==> config.mk <==
export PLATFORM = sky130hd
export DESIGN_NAME = if_stage
export DESIGN_NICKNAME = d
export VERILOG_FILES = /design/src/rtl/if_stage.sv
export SDC_FILE = /design/constraint.sdc
export NUM_CORES = 1
export LEC_CHECK = 0
export CAP_MARGIN = 20
export CELL_PAD_IN_SITES_DETAIL_PLACEMENT = 1
export CELL_PAD_IN_SITES_GLOBAL_PLACEMENT = 2
export CORE_MARGIN = 1
export CORE_UTILIZATION = 30
export DETAILED_ROUTE_END_ITERATION = 10
export HOLD_SLACK_MARGIN = 0.15
export PLACE_DENSITY_LB_ADDON = 0.05
export REMOVE_ABC_BUFFERS = 1
export SLEW_MARGIN = 5
export SYNTH_ARGS = -nofsm -noshare
export SYNTH_HDL_FRONTEND = slang
export SYNTH_SLANG_ARGS = --single-unit
==> constraint.sdc <==
create_clock -name Clk -period 9 [get_ports Clk]
set_clock_uncertainty 0.15 [all_clocks]
set_input_delay 1.35 -clock Clk [delete_from_list [all_inputs] [get_ports Clk]]
set_output_delay 1.35 -clock Clk [all_outputs]
set_load 0.02 [all_outputs]
==> src/rtl/if_stage.sv <==
// Instruction-fetch stage: PC register, PC+step adder and IF/ID pipeline register,
// with a saturating count of cycles in which the PC was held.
module if_stage #(
    parameter logic [31:0] RESET_PC = 32'h00000000,
    parameter int unsigned PC_STEP  = 4,
    parameter int unsigned CNT_W    = 16
) (
    input  logic             Clk,
    input  logic             Reset,
    input  logic             PCWrite,
    input  logic             IFIDWrite,
    input  logic             PCSrc,
    input  logic [31:0]      BranchTarget,
    input  logic             Flush,
    input  logic [31:0]      InstrIn,
    output logic [31:0]      PCOut,
    output logic [31:0]      IFID_Instruction,
    output logic [31:0]      IFID_PCPlus4,
    output logic             IFID_Valid,
    output logic [CNT_W-1:0] StallCount
);

    logic [31:0] pcPlus4;

    // Wraps modulo 2^32 by construction.
    assign pcPlus4 = PCOut + 32'(PC_STEP);

    // A pending redirect outranks a load-use hold: the branch is the older instruction.
    always_ff @(posedge Clk or posedge Reset) begin
        if (Reset) begin
            PCOut <= RESET_PC;
        end else if (PCSrc) begin
            PCOut <= BranchTarget;
        end else if (PCWrite) begin
            PCOut <= pcPlus4;
        end
    end

    always_ff @(posedge Clk or posedge Reset) begin
        if (Reset) begin
            IFID_Instruction <= '0;
            IFID_PCPlus4     <= '0;
            IFID_Valid       <= 1'b0;
        end else if (Flush) begin
            IFID_Instruction <= '0;
            IFID_PCPlus4     <= '0;
            IFID_Valid       <= 1'b0;
        end else if (IFIDWrite) begin
            IFID_Instruction <= InstrIn;
            IFID_PCPlus4     <= pcPlus4;
            IFID_Valid       <= 1'b1;
        end
    end

    always_ff @(posedge Clk or posedge Reset) begin
        if (Reset) begin
            StallCount <= '0;
        end else if (!PCWrite && !PCSrc && (StallCount != '1)) begin
            StallCount <= StallCount + CNT_W'(1);
        end
    end

endmodule

==> results by group, run 1 <==
Setup path
  – Worst path arrival time: 4.01 ns
  – Worst Path Max Fanout: 20
  – Required time at the endpoint of the critical path: 9.17 ns
  – Startpoint type of the worst setup path: input pin
  – Nature of the critical path endpoint: register
  – CP Class: in -> reg

Synthesis
  – Number of distinct library cells after synthesis: between 40 and 50
  – Number of flip-flops and latches in the synthesized netlist: 113
  – Top post-synthesis cells by area: sky130_fd_sc_hd__dfrtp_1, sky130_fd_sc_hd__mux2i_1, sky130_fd_sc_hd__nor2_1
  – Fraction of registers with async set or reset after synthesis: 100%
  – Cell count after synthesis: 575
  – Warning count from the yosys run: 0
  – Synth Area per Inst: 9.88 sq um
  – Top cell type by total area after synthesis: sky130_fd_sc_hd__dfrtp_1
  – EDFF count, synth: 0
  – Portion of the post-synthesis area used by sequential elements: roughly 50%
  – Post-Synthesis Cell Area: 5680 sq um
  – Most used flip-flop cell after synthesis: sky130_fd_sc_hd__dfrtp_1
  – Share of the synthesized area in the top cell type: 49.8%

Placement
  – Placer Congestion: about 0.75
  – Count of placed standard cells including taps: between 900 and 1,000
  – Count of port buffers added during placement: 182
  – Detailed placer's ending HPWL: around 12,000 um

Timing
  – Max-slew headroom: 30.3%
  – Final period utilization: 42.6%
  – Achievable clock frequency: around 0.26 GHz
  – Total negative slack for setup checks: 0 ns
  – Setup repair after global routing missed its margin: false
  – Final-report hold violation count: 0
  – Actual slew at the worst max-slew pin: between 1 and 1.5 ns
  – Final-report max-slew violation count: 0
  – Min cycle time layout: roughly 3.8 ns
  – Count of final setup violators: 0

Status
  – Status: completed

Global route
  – First-pass GRT wire length: roughly 30,000 um
  – Antenna violations before repair: 0
  – GRT Resource Usage Total: between 10% and 20%
  – Via count of the first global-routing pass: ~5,300
  – Pin count of the biggest net entering global routing: between 60 and 70
  – Remaining global-route overflow: 0

Floorplanning
  – Cell Rows: 49
  – Die Span Y: 140 um
  – Full die area: ~19,000 sq um
  – Initial cell density of the core: 31.1%
  – Area of the core region: 18,300 sq um
  – IO Pins: around 180
  – X dimension of the die: 140 um

Detailed routing
  – DR WL/cell: 18.5 um
  – Detailed-route wire length: ~18,000 um
  – Remaining design rule violation count: 0
  – First-pass detailed-route iteration total: 4
  – Number of vias after detailed routing: 5,020
  – Post-detailed-route via-to-cell ratio: 5.15
  – Number of DRC violations after detailed-routing iteration 0: 169
  – Antenna-violating nets left: 0

Clock network
  – Clk buf depth: 2
  – Inserted Clock Buffers: 17
  – Max H-tree Level: 4
  – Count of cells resized by post-cts repair: 0
  – Post-CTS Hold Fix Bufs: 0
  – Clock insertion delay at the later pin of the skew report: 0.42 ns
  – Post-CTS Setup Inserts: 0
  – TritonCTS sink count: 113
  – Clock tree from TritonCTS: yes
  – Buffer type at the clock tree root: sky130_fd_sc_hd__clkbuf_16
  – Clock transition at the register clock pins on the worst setup and hold paths after CTS: 0.05 ns

Cells and area
  – Antenna cells: 0
  – Final Non-Filler Cells: 974
  – Area delta synth->final: 44.5%
  – Layout cells sized above 1: 6.17%
  – Final Net Count: 806
  – Utilization of the core after routing: 44.9%

Pwr
  – P_leak: between 0.003 and 0.004 uW
  – Power per cell area: ~200 nW/um^2
  – IR Drop Worst-Case VDD: 0.131 mV

Run
  – Max-cap violations: 0

Hold path
  – Worst hold path class: reg -> reg
cell families (layout without fill, tap and decap cells):
| group | count (synthesis) | after routing | share of synthesized area, % |
|---|---|---|---|
| xor+xnor | 39 | 39 | 6.01 |
| flops | 113 | 113 | 49.8 |
| fa+ha+maj | 2 | 2 | 0.440 |
| mux | 39 | 39 | 6.94 |
| buf+inv | 55 | 225 | 4.01 |
| simple gates | 229 | 229 | 20.8 |
| compound gates | 98 | 98 | 12.0 |
area by class of cell:
type	instances	area, sq um
inverter	9	36.3
tap	229	287
sequential	113	2830
fill	2014	10100
clock inverter	5	75.1
multi-input combinational	407	2630
clock buffer	25	515
timing repair buffer	186	1840
path summary, 6_finish.rpt:
kind                                                start                              end  slack, ns  depth (start not counted)
worst max-delay path                              PCWrite            PCOut[16]$_DFFE_PP0N_       5.16                          5
worst min-delay path            StallCount[5]$_DFFE_PP0P_        StallCount[5]$_DFFE_PP0P_       0.34                          1
worst max register to register       PCOut[2]$_DFFE_PP0N_     IFID_PCPlus4[30]$_DFFE_PP0P_       6.06                          5
worst min register to register  StallCount[5]$_DFFE_PP0P_        StallCount[5]$_DFFE_PP0P_       0.34                          1
max in group asynchronous                           Reset            PCOut[31]$_DFFE_PP0N_       6.17                          3
min in group asynchronous                           Reset  IFID_Instruction[6]$_DFFE_PP0P_       1.33                          2
where the power goes:
part           switching [uW]  internal [uW]  total, uW  leakage, uW
Sequential               60.3            555        615      0.00143
Clock                     231            447        678     0.000295
Combinational             165            156        320      0.00157
per-layer routing:
layer	global-route usage (%)	up-vias	wire length, um
met5	0	-	0
met4	6.59	0	243
li1	-	2421	-
met2	33.0	108	8850
met1	23.5	2473	7890
met3	5.71	18	987
critical path: stages:
cell and delay, ns:
sky130_fd_sc_hd__clkdlybuf4s50_1 1.12, sky130_fd_sc_hd__inv_1 0.35, sky130_fd_sc_hd__or4_1 0.65, sky130_fd_sc_hd__or3_1 0.33, sky130_fd_sc_hd__a31oi_1 0.20
synth_stat cells (all sizes together) (5+ instances only):
cell type and number:
a211oi 18, a311oi 16, a31oi 14, and4 5, buf 14, clkbuf 32
dfrtp 113, inv 9, mux2i 36, nand2 36, nand3 20, nand4 17
nor2 86, nor3 8, nor4 6, o21ai 24, o31ai 17, or3 12
or4 23, xnor2 23, xor2 16
cell usage in the layout (no fill, tap or decap), drive strengths merged, types with 5 or more instances in the layout:
| cell type | count |
|---|---|
| a311oi | 16 |
| mux2i | 36 |
| nor3 | 8 |
| xnor2 | 23 |
| nor4 | 6 |
| or4 | 23 |
| nand3 | 20 |
| or3 | 12 |
| o21ai | 24 |
| buf | 6 |
| o31ai | 17 |
| nand2 | 36 |
| nand4 | 17 |
| nor2 | 86 |
| dfrtp | 113 |
| clkbuf | 25 |
| and4 | 5 |
| a31oi | 14 |
| xor2 | 16 |
| clkdlybuf4s50 | 180 |
| inv | 9 |
| a211oi | 18 |
state kept, by name, summed over array words and instances (netlist names):
register and flops:
StallCount 16, PCOut 32, IFID_Instruction 32, IFID_PCPlus4 32, IFID_Valid 1
stage by stage:
step	worst slack [ns]	hold slack (ns)	power [uW]	instance area [sq um]
floorplan	4.51	0.438	760	5490
finish	5.16	0.343	1610	8210
global placement	4.89	0.327	940	7620
CTS	5.16	0.350	1640	8210
detailed placement	4.75	0.337	947	7620
global route	5.04	0.367	1690	8210
No activity file was read; power rests on OpenSTA's default activity.
==> run 2: changes to the inputs <==
Settings changed: CORE_UTILIZATION 30 to 28.
Clock period 9 ns to 3.6 ns, I/O delays scaled along.
==> results by group, run 2 (synthesis results as in run 1) <==
Clock network
  – Post-CTS Hold Fix Bufs: 0 (unchanged)
  – Buffer type at the clock tree root: sky130_fd_sc_hd__clkbuf_16
  – Count of cells resized by post-cts repair: 0 (unchanged)
  – TritonCTS sink count: 113 (unchanged)
  – Inserted Clock Buffers: 17 (unchanged)
  – Max H-tree Level: 4 (unchanged)
  – Post-CTS Setup Inserts: 0 (unchanged)
  – Clock tree from TritonCTS: yes
  – Clock transition at the register clock pins on the worst setup and hold paths after CTS: 0.06 ns (about the same)
  – Clk buf depth: 2 (unchanged)
  – Clock insertion delay at the later pin of the skew report: 0.41 ns (about the same)

Floorplanning
  – IO Pins: 183 (unchanged)
  – Area of the core region: 19,700 sq um (+7.6%)
  – X dimension of the die: 144 um (+3.5%)
  – Cell Rows: 51 (+4.1%)
  – Die Span Y: 144 um (+3.5%)
  – Full die area: 20,900 sq um (+7.0%)
  – Initial cell density of the core: 28.9% (-2.2 points)

Timing
  – Worst hold margin: 0.346 ns (+0.00222 ns)
  – Max-slew headroom: 40.7% (+10 points)
  – Count of final setup violators: 0 (unchanged)
  – Final period utilization: 76.7%
  – Achievable clock frequency: 0.362 GHz
  – Min cycle time layout: 2.76 ns
  – Actual slew at the worst max-slew pin: 0.883 ns (-0.162 ns)
  – Final-report max-slew violation count: 0 (unchanged)
  – Final-report hold violation count: 0 (unchanged)
  – Total negative slack for setup checks: 0 ns (unchanged)
  – Setup repair after global routing missed its margin: false

Global route
  – Met1 Use GR: 23.4% (-0.079 points)
  – First-pass GRT wire length: 29,700 um (+1.1%)
  – GRT Resource Usage Total: 18.9% (-0.55 points)
  – Antenna violations before repair: 1 (+1)
  – Fraction of met2 tracks used by global routing: 30.7% (-2.3 points)
  – Most used routing layer in global routing: met2
  – Pin count of the biggest net entering global routing: 114 (+73%)
  – Met3 Resource Use GR: 6.49% (+0.78 points)
  – Via count of the first global-routing pass: 5,359 (+0.19%)
  – Remaining global-route overflow: 0 (unchanged)

Setup path
  – Cell mode on critical path: sky130_fd_sc_hd__or4_1
  – Cell class contributing the biggest share of worst-path delay: simple AND/OR/NAND/NOR gates
  – Required time at the endpoint of the critical path: 3.76 ns (-5.41 ns)
  – CP Class: reg -> reg
  – Nature of the critical path endpoint: register
  – Number of buffer and inverter instances along the worst setup path: 0 (-2)
  – Worst path arrival time: 2.92 ns (-1.09 ns)
  – Slowest stage delay, CP: 0.75 ns (-0.37 ns)
  – Startpoint type of the worst setup path: register
  – Standard cell with the maximum stage delay on the critical path: sky130_fd_sc_hd__or4_1
  – Reg2Reg Setup Slack: 0.84 ns (-5.22 ns)
  – Crit-path cells: ha_1, nand2_1, or4_1, or4_1, a311oi_1
  – Worst Path Max Fanout: 12 (-40%)

Detailed routing
  – Number of vias after detailed routing: 5,112 (+1.8%)
  – Number of DRC violations after detailed-routing iteration 0: 151 (-11%)
  – First-pass detailed-route iteration total: 4 (unchanged)
  – DR WL/cell: 18.2 um (-1.2%)
  – Post-detailed-route via-to-cell ratio: 5.03 (-2.5%)
  – Remaining design rule violation count: 0 (unchanged)
  – Detailed-route wire length: 18,500 um (+3.2%)
  – Antenna-violating nets left: 0 (unchanged)

Pwr
  – Switching part of the total power: 29.6% (+1.4 points)
  – Post-layout power: 3990 uW (+150%)
  – Sw power: 1180 uW (+160%)
  – Part of the power in combinational logic: 20.3% (+0.5 points)
  – IR Drop Worst-Case VDD: 0.330 mV (+150%)
  – Relative contribution of sequential cells to total power: 38.4% (+0.3 points)
  – Clock power frac: 41.3% (-0.7 points)
  – Cell internal pwr: 2810 uW (+140%)
  – P_leak: 0.00331 uW (+0.41%)
  – Power per cell area: 481 nW/um^2 (+140%)

Cells and area
  – Antenna cells: 0 (unchanged)
  – Final instance area: 8290 sq um (+0.99%)
  – Layout cells sized above 1: 6.91% (+0.74 points)
  – Area delta synth->final: 46.0%
  – Commonest non-fill, non-tap cells in the layout: sky130_fd_sc_hd__clkdlybuf4s50_1, sky130_fd_sc_hd__dfrtp_1, sky130_fd_sc_hd__nor2_1, sky130_fd_sc_hd__mux2i_1, sky130_fd_sc_hd__nand2_1
  – Filler Cells Inserted: 2,275 (+13%)
  – Final Net Count: 811 (+0.62%)
  – Final Non-Filler Cells: 1,017 (+4.4%)
  – Most common library cell in the layout ignoring fill and taps: sky130_fd_sc_hd__clkdlybuf4s50_1
  – Top flop regs: IFID_Instruction x32, IFID_PCPlus4 x32, PCOut x32

Placement
  – Count of placed standard cells including taps: 985 (+4.3%)
  – Count of port buffers added during placement: 182 (unchanged)
  – Detailed placer's ending HPWL: 12,700 um (+2.5%)
  – Placer Congestion: 0.752 (+0.91%)
  – Cell area after placement: 7730 sq um (+1.4%)

Run
  – Max-cap violations: 0 (unchanged)

Hold path
  – Worst hold path class: reg -> reg

Status
  – Status: completed
-- run 2: changes by cell type in the layout (fill, tap and decap cells not counted), sizes merged --
| cell | before | now |
|---|---|---|
| clkinv | 3 | 7 |
| clkinvlp | 0 | 2 |
| clkbuf | 25 | 21 |
| buf | 6 | 11 |
-- run 2: per-stage QoR --
step	setup slack [ns]	util [%]
4_1_cts	0.878	42.2
5_1_grt	0.699	42.2
3_5_place_dp	0.646	39.3
2_1_floorplan	-0.0774	-
3_3_place_gp	0.712	39.3
6_report	0.840	42.2
-- run 2: cell type report --
| class | instances | area, sq um | share of cell area [%] |
|---|---|---|---|
| clock buffers | 21 | 450 | 5.43 |
| well taps | 265 | 332 | 4.00 |
| inverters | 9 | 36.3 | 0.438 |
| multi-input cells | 407 | 2630 | 31.7 |
| repair buffers | 191 | 1910 | 23.0 |
| clock inverters | 11 | 114 | 1.37 |
| flip-flops and latches | 113 | 2830 | 34.1 |
-- run 2: worst reg2reg max path: stages, from the launching register on --
cell and delay (ns):
sky130_fd_sc_hd__dfrtp_1 0.49, sky130_fd_sc_hd__ha_1 0.28, sky130_fd_sc_hd__nand2_1 0.15, sky130_fd_sc_hd__or4_1 0.76
sky130_fd_sc_hd__or4_1 0.56, sky130_fd_sc_hd__a311oi_1 0.27
-- run 2: per-layer routing --
metal	routed length, um	up-vias
met4	200	2
met2	9050	120
li1	-	2434
met3	1220	19
met5	13	-
met1	8070	2537
-- run 2: power groups by stage --
| stage | Sequential, uW | Combinational (uW) | Clock (uW) |
|---|---|---|---|
| final | 1530 | 810 | 1650 |
| after floorplan | 1670 | 235 | 0 |
| after global placement | 1550 | 810 | 0 |
| after CTS | 1540 | 826 | 1690 |
| after detailed placement | 1560 | 820 | 0 |
| after global routing | 1560 | 880 | 1760 |
-- run 2: path summary, 6_finish.rpt --
| path | start | endpoint | cells past startpoint |
|---|---|---|---|
| worst min register to register | StallCount[5]$_DFFE_PP0P_ | StallCount[5]$_DFFE_PP0P_ | 1 |
| worst max-delay path | PCOut[2]$_DFFE_PP0N_ | IFID_PCPlus4[30]$_DFFE_PP0P_ | 5 |
| worst max register to register | PCOut[2]$_DFFE_PP0N_ | IFID_PCPlus4[30]$_DFFE_PP0P_ | 5 |
| max in group asynchronous | Reset | PCOut[24]$_DFFE_PP0N_ | 3 |
| worst min-delay path | StallCount[5]$_DFFE_PP0P_ | StallCount[5]$_DFFE_PP0P_ | 1 |
| min in group asynchronous | Reset | IFID_PCPlus4[15]$_DFFE_PP0P_ | 3 |
